$ cat src/rtl/stopwatch_core.sv
// stopwatch_core
// Timekeeping stage of the stopwatch. Counts hundredths of a second as a
// 4-digit BCD SS.hh value (00.00 .. 59.99) from the clock-divider tick, under a
// run / stop / lap state machine driven by debounced buttons.
//
// Ports:
//   clk         system clock, all state updates on the rising edge
//   reset       synchronous active-high reset
//   tick_in     10 kHz square wave from the divider (asynchronous to clk)
//   btn_start   debounced start/stop level (asynchronous)
//   btn_lap     debounced lap level (asynchronous)
//   btn_clear   debounced clear level (asynchronous)
//   digits      {sec_tens, sec_ones, hun_tens, hun_ones}, BCD
//   running     high in RUN and LAP
//   lap_active  high in LAP
//   overflow    sticky, set on the 59.99 -> 00.00 wrap
module stopwatch_core #(
    parameter int TICKS_PER_HUNDREDTH = 100
) (
    input  logic        clk,
    input  logic        reset,
    input  logic        tick_in,
    input  logic        btn_start,
    input  logic        btn_lap,
    input  logic        btn_clear,
    output logic [15:0] digits,
    output logic        running,
    output logic        lap_active,
    output logic        overflow
);

    typedef enum logic [1:0] {
        IDLE = 2'd0,
        RUN  = 2'd1,
        STOP = 2'd2,
        LAP  = 2'd3
    } state_t;

    localparam logic [15:0] PRESC_LAST = 16'(TICKS_PER_HUNDREDTH - 1);

    // Bit order of the conditioned inputs: {tick, start, lap, clear}
    logic [3:0] in_p0;
    logic [3:0] in_p1;
    logic [3:0] in_p2;
    logic       vld_p0;
    logic       vld_p1;
    logic       vld_p2;
    logic [3:0] evt;
    logic       tick_evt;
    logic       start_evt;
    logic       lap_evt;
    logic       clear_evt;

    state_t      state;
    state_t      state_nxt;
    logic        running_nxt;
    logic        lap_active_nxt;

    logic [15:0] presc;
    logic [15:0] count;
    logic [15:0] lap_reg;
    logic [16:0] count_inc;
    logic        count_en;
    logic        clear_go;
    logic        snap_go;

    // BCD increment with wrap; bit 16 flags the 59.99 -> 00.00 rollover.
    function automatic logic [16:0] bcd_inc(input logic [15:0] v);
        logic [3:0] d0;
        logic [3:0] d1;
        logic [3:0] d2;
        logic [3:0] d3;
        logic       wrap;
        d0   = v[3:0];
        d1   = v[7:4];
        d2   = v[11:8];
        d3   = v[15:12];
        wrap = 1'b0;
        if (d0 != 4'd9) begin
            d0 = d0 + 4'd1;
        end else begin
            d0 = 4'd0;
            if (d1 != 4'd9) begin
                d1 = d1 + 4'd1;
            end else begin
                d1 = 4'd0;
                if (d2 != 4'd9) begin
                    d2 = d2 + 4'd1;
                end else begin
                    d2 = 4'd0;
                    if (d3 != 4'd5) begin
                        d3 = d3 + 4'd1;
                    end else begin
                        d3   = 4'd0;
                        wrap = 1'b1;
                    end
                end
            end
        end
        return {wrap, d3, d2, d1, d0};
    endfunction

    // Stage p0/p1: two-flop synchronizer; p2: edge-history flop.
    // vld_pN tracks which stages hold post-reset samples. The edge detector is
    // held off until p2 has been refilled, so a level held high through reset
    // never looks like a rising edge.
    always_ff @(posedge clk) begin
        if (reset) begin
            in_p0  <= '0;
            in_p1  <= '0;
            in_p2  <= '0;
            vld_p0 <= 1'b0;
            vld_p1 <= 1'b0;
            vld_p2 <= 1'b0;
        end else begin
            in_p0  <= {tick_in, btn_start, btn_lap, btn_clear};
            in_p1  <= in_p0;
            in_p2  <= in_p1;
            vld_p0 <= 1'b1;
            vld_p1 <= vld_p0;
            vld_p2 <= vld_p1;
        end
    end

    assign evt       = in_p1 & ~in_p2 & {4{vld_p2}};
    assign tick_evt  = evt[3];
    assign start_evt = evt[2];
    assign lap_evt   = evt[1];
    assign clear_evt = evt[0];

    // State register; running/lap_active are registered alongside the state.
    always_ff @(posedge clk) begin
        if (reset) begin
            state      <= IDLE;
            running    <= 1'b0;
            lap_active <= 1'b0;
        end else begin
            state      <= state_nxt;
            running    <= running_nxt;
            lap_active <= lap_active_nxt;
        end
    end

    // Next state. Priority clear > start > lap, but an event that is illegal in
    // the current state is skipped so the next legal one can act.
    always_comb begin
        state_nxt = state;
        unique case (state)
            IDLE: if (start_evt) state_nxt = RUN;
            RUN: begin
                if (start_evt)    state_nxt = STOP;
                else if (lap_evt) state_nxt = LAP;
            end
            LAP: begin
                if (start_evt)    state_nxt = STOP;
                else if (lap_evt) state_nxt = RUN;
            end
            STOP: begin
                if (clear_evt)      state_nxt = IDLE;
                else if (start_evt) state_nxt = RUN;
            end
            default: state_nxt = IDLE;
        endcase
    end

    // Output decode from the next state, registered in the state process.
    always_comb begin
        running_nxt    = (state_nxt == RUN) || (state_nxt == LAP);
        lap_active_nxt = (state_nxt == LAP);
    end

    // A tick counts only if the watch is running both before and after this
    // cycle's transition: a tick coinciding with stop or restart is dropped.
    assign count_en  = tick_evt && (state == RUN || state == LAP)
                                && (state_nxt == RUN || state_nxt == LAP);
    assign clear_go  = (state == STOP) && (state_nxt == IDLE);
    assign snap_go   = (state == RUN) && (state_nxt == LAP);
    assign count_inc = bcd_inc(count);

    // Prescaler, live count, lap snapshot (pre-increment value) and overflow.
    always_ff @(posedge clk) begin
        if (reset || clear_go) begin
            presc    <= '0;
            count    <= '0;
            lap_reg  <= '0;
            overflow <= 1'b0;
        end else begin
            if (snap_go) begin
                lap_reg <= count;
            end
            if (count_en) begin
                if (presc == PRESC_LAST) begin
                    presc <= '0;
                    count <= count_inc[15:0];
                    if (count_inc[16]) begin
                        overflow <= 1'b1;
                    end
                end else begin
                    presc <= presc + 16'd1;
                end
            end
        end
    end

    assign digits = lap_active ? lap_reg : count;

endmodule

$ cat config.mk
export PLATFORM = sky130hd
export DESIGN_NAME = stopwatch_core
export DESIGN_NICKNAME = d
export VERILOG_FILES = /design/src/rtl/stopwatch_core.sv
export SDC_FILE = /design/constraint.sdc
export NUM_CORES = 1
export LEC_CHECK = 0
export CAP_MARGIN = 0
export CELL_PAD_IN_SITES_DETAIL_PLACEMENT = 2
export CELL_PAD_IN_SITES_GLOBAL_PLACEMENT = 2
export CORE_MARGIN = 3
export CORE_UTILIZATION = 35
export CTS_BUF_LIST = sky130_fd_sc_hd__clkbuf_8 sky130_fd_sc_hd__clkbuf_16
export CTS_CLUSTER_DIAMETER = 50
export DETAILED_ROUTE_END_ITERATION = 7
export PLACE_DENSITY_LB_ADDON = 0.1
export SYNTH_ARGS = -nofsm -noshare
export SYNTH_HDL_FRONTEND = slang
export SYNTH_SLANG_ARGS = --single-unit
$ cat constraint.sdc
create_clock -name clk -period 2.5 [get_ports clk]
set_input_delay 0.5 -clock clk [delete_from_list [all_inputs] [get_ports clk]]
set_output_delay 0.5 -clock clk [all_outputs]
set_load 0.005 [all_outputs]
==> impl_metrics.tcl <==
set metrics [dict create \
    slowest_stage "or4_4" \
    holdWs_ns 0.444 \
    io_buffers 24 \
    finalClockSkew_ns 0.00901 \
    p_switching_uw 486 \
    cts-hold-fix-buffers 0 \
    wl_met2_mm 3.97 \
    drc_errors 0 \
    end_kind "flip-flop" \
    antenna_cells 0 \
    synth-edff-count 0 \
    outcome "finished clean" \
    seq_area_frac_synth_pct 45.5 \
    numCtsBuffers 9 \
    grt_use_total_pct 17.4 \
    critPathBufInv 0 \
    hp-class "flip-flop to flip-flop" \
    mostFrequentLayoutCell "dfxtp_1" \
    yosysWarnings 0 \
    cts_root_buf "clkbuf_8" \
    start_kind "flip-flop" \
    syn_to_final_growth_pct 22.3 \
    power_uw 2170 \
    clkLatencyLatePin_ns 0.34 \
    p_per_area_nw_per_um2 593 \
    route.vias.total 2543 \
    core_area_um2 8260 \
    worst_pin_slew_ns 0.958 \
    place_congestion 0.736 \
    cts_max_path_buffers 2 \
    p_seq_share_pct 50.5 \
    ios 25 \
    finalMaxSlewViolations 0 \
    cp_slowest_stage_delay_ns 0.57 \
    tritoncts "built" \
    clockPowerShare_pct 47.1 \
    synth_area_per_cell_um2 8.80 \
    drtIter0Drc 36 \
    antenna_found_initial 0 \
    p_int_uw 1680 \
    wl_per_cell_um 16.2 \
    grt_max_degree 25 \
    drt_pass1_iterations 4 \
    start_util_pct 36.2 \
    die_w_um 98.5 \
    cts_setup_buffers 0 \
    grt_pass1_vias 2725 \
    dp_worst_setup_slack_ns 0.166 \
    path_clk_slew_ns 0.08 \
    layout_common_cells "dfxtp_1, nor2_1, nand2_1, clkdlybuf4s50_1, mux2i_1" \
    die_area_um2 9690 \
    hold_viol 0 \
    syn_inst 340 \
    setup_violations 0 \
    max_freq_ghz 0.431 \
    synth-main-ff-cell "dfxtp_1" \
    slew_headroom_pct 36.1 \
    crit_family "simple AND/OR/NAND/NOR gates" \
    async_flop_share_pct 0 \
    synth_cell_types 44 \
    setup_slack_ns 0.182 \
    arrival_ns 2.59 \
    rsz0062_at_grt "false" \
    fin_setup_tns_ns 0 \
    wl_met3_um 181 \
    ctsResizeCount 0 \
    viasPerCell 5.23 \
    p_comb_share_pct 2.4 \
    postLayoutCoreUtil_pct 44.3 \
    cp.required_ns 2.77 \
    wl_mm 7.87 \
    fin_nets 383 \
    swShare_pct 22.4 \
    grt_overflow_total 0 \
    p_leak_uw 0.00141 \
    synth_nets 347 \
    cts.sinks 68 \
    syn_area_um2 2990 \
    ir_drop_uv 270 \
    critPathKind "flip-flop to flip-flop" \
    htreeDepth 3 \
    period_needed_ns 2.32 \
    final_layout_size_suffix_gt1_share_pct 11.8 \
    cap_violations 0 \
    highest_layer "met4" \
    row_count 33 \
    dpl.hpwl_mm 5.71 \
    min_period_over_period_pct 92.7 \
    antenna_left 0 \
    grt_pass1_wl_mm 13.5 \
    die_height_um 98.5 \
    crit_chain "ha_1 > nor4bb_1 > nand4_1 > or4_4 > or3_1 > a21oi_1" \
    drt-met1-wl_mm 3.65 \
    synth-seq-cells 68 \
    path_max_fanout 5 \
]
## cell usage after synthesis, types with 7 or more instances
cell type / n / area share, %
mux2_2: 8 / 3.0
dfxtp_1: 68 / 46
nand2_1: 34 / 4.3
clkbuf_1: 14 / 1.8
inv_1: 9 / 1.1
xor2_1: 10 / 2.9
nor3_1: 10 / 1.7
nand3_1: 7 / 1.2
nor2b_1: 17 / 3.6
nor2_1: 46 / 5.8
a21oi_1: 14 / 2.3
mux2i_1: 18 / 6.0
nor4_1: 8 / 1.7
nand4_1: 8 / 1.7
o21ai_0: 15 / 2.5
xnor2_1: 7 / 2.0
## final timing paths
path         slack, ns             startpoint                      to  cells after the start
max               0.18  presc[0]$_SDFFE_PP0N_  count[15]$_SDFFE_PP0P_                      6
min               0.44    in_p0[1]$_SDFF_PP0_     in_p1[1]$_SDFF_PP0_                      1
max reg2reg       0.18  presc[0]$_SDFFE_PP0N_  count[15]$_SDFFE_PP0P_                      6
min reg2reg       0.44    in_p0[1]$_SDFF_PP0_     in_p1[1]$_SDFF_PP0_                      1
## kinds of logic after synthesis
family | synth area share [%]
mux | 9.03
xor+xnor | 4.98
flops | 45.5
compound gates | 8.62
buf+inv | 3.26
fa+ha+maj | 0.418
simple gates | 28.2
## routing by layer
metal  vias to the layer above  track usage (%)
met3                         5             3.82
met2                        26             30.0
li1                       1255                -
met4                         0             5.04
met1                      1257             21.9
met5                         -                0
## power groups by stage
stage / registers, uW / logic, uW / clock network (uW)
finish: 1100 / 51.3 / 1020
global route: 1100 / 57.4 / 1120
CTS: 1100 / 53.2 / 1060
detailed placement: 1120 / 52.9 / 0
global placement: 1120 / 51.5 / 0
floorplan: 1120 / 25.9 / 0
## stage by stage
stage               area (um^2)  cells
global placement           3440    470
detailed placement         3440    470
global route               3660    486
CTS                        3660    486
floorplan                  2990    340
finish                     3660    486
## worst register-to-register path, delay by kind of cell (launching register included)
kind / cells / cell delay (ns)
AOI/OAI and AO/OA: 1 / 0.15
adders and majority gates: 1 / 0.26
DFF: 1 / 0.40
and+or+nand+nor: 4 / 1.45
## final cells by class
class                           count  area (um^2)
Inverter                            9         33.8
Timing Repair Buffer               40          373
Clock inverter                      7         98.8
Sequential cell                    68         1360
Fill cell                         920         4600
Multi-Input combinational cell    248         1540
Tap cell                          105          131
Clock buffer                        9          124
Power figures use the tool's default switching activity.
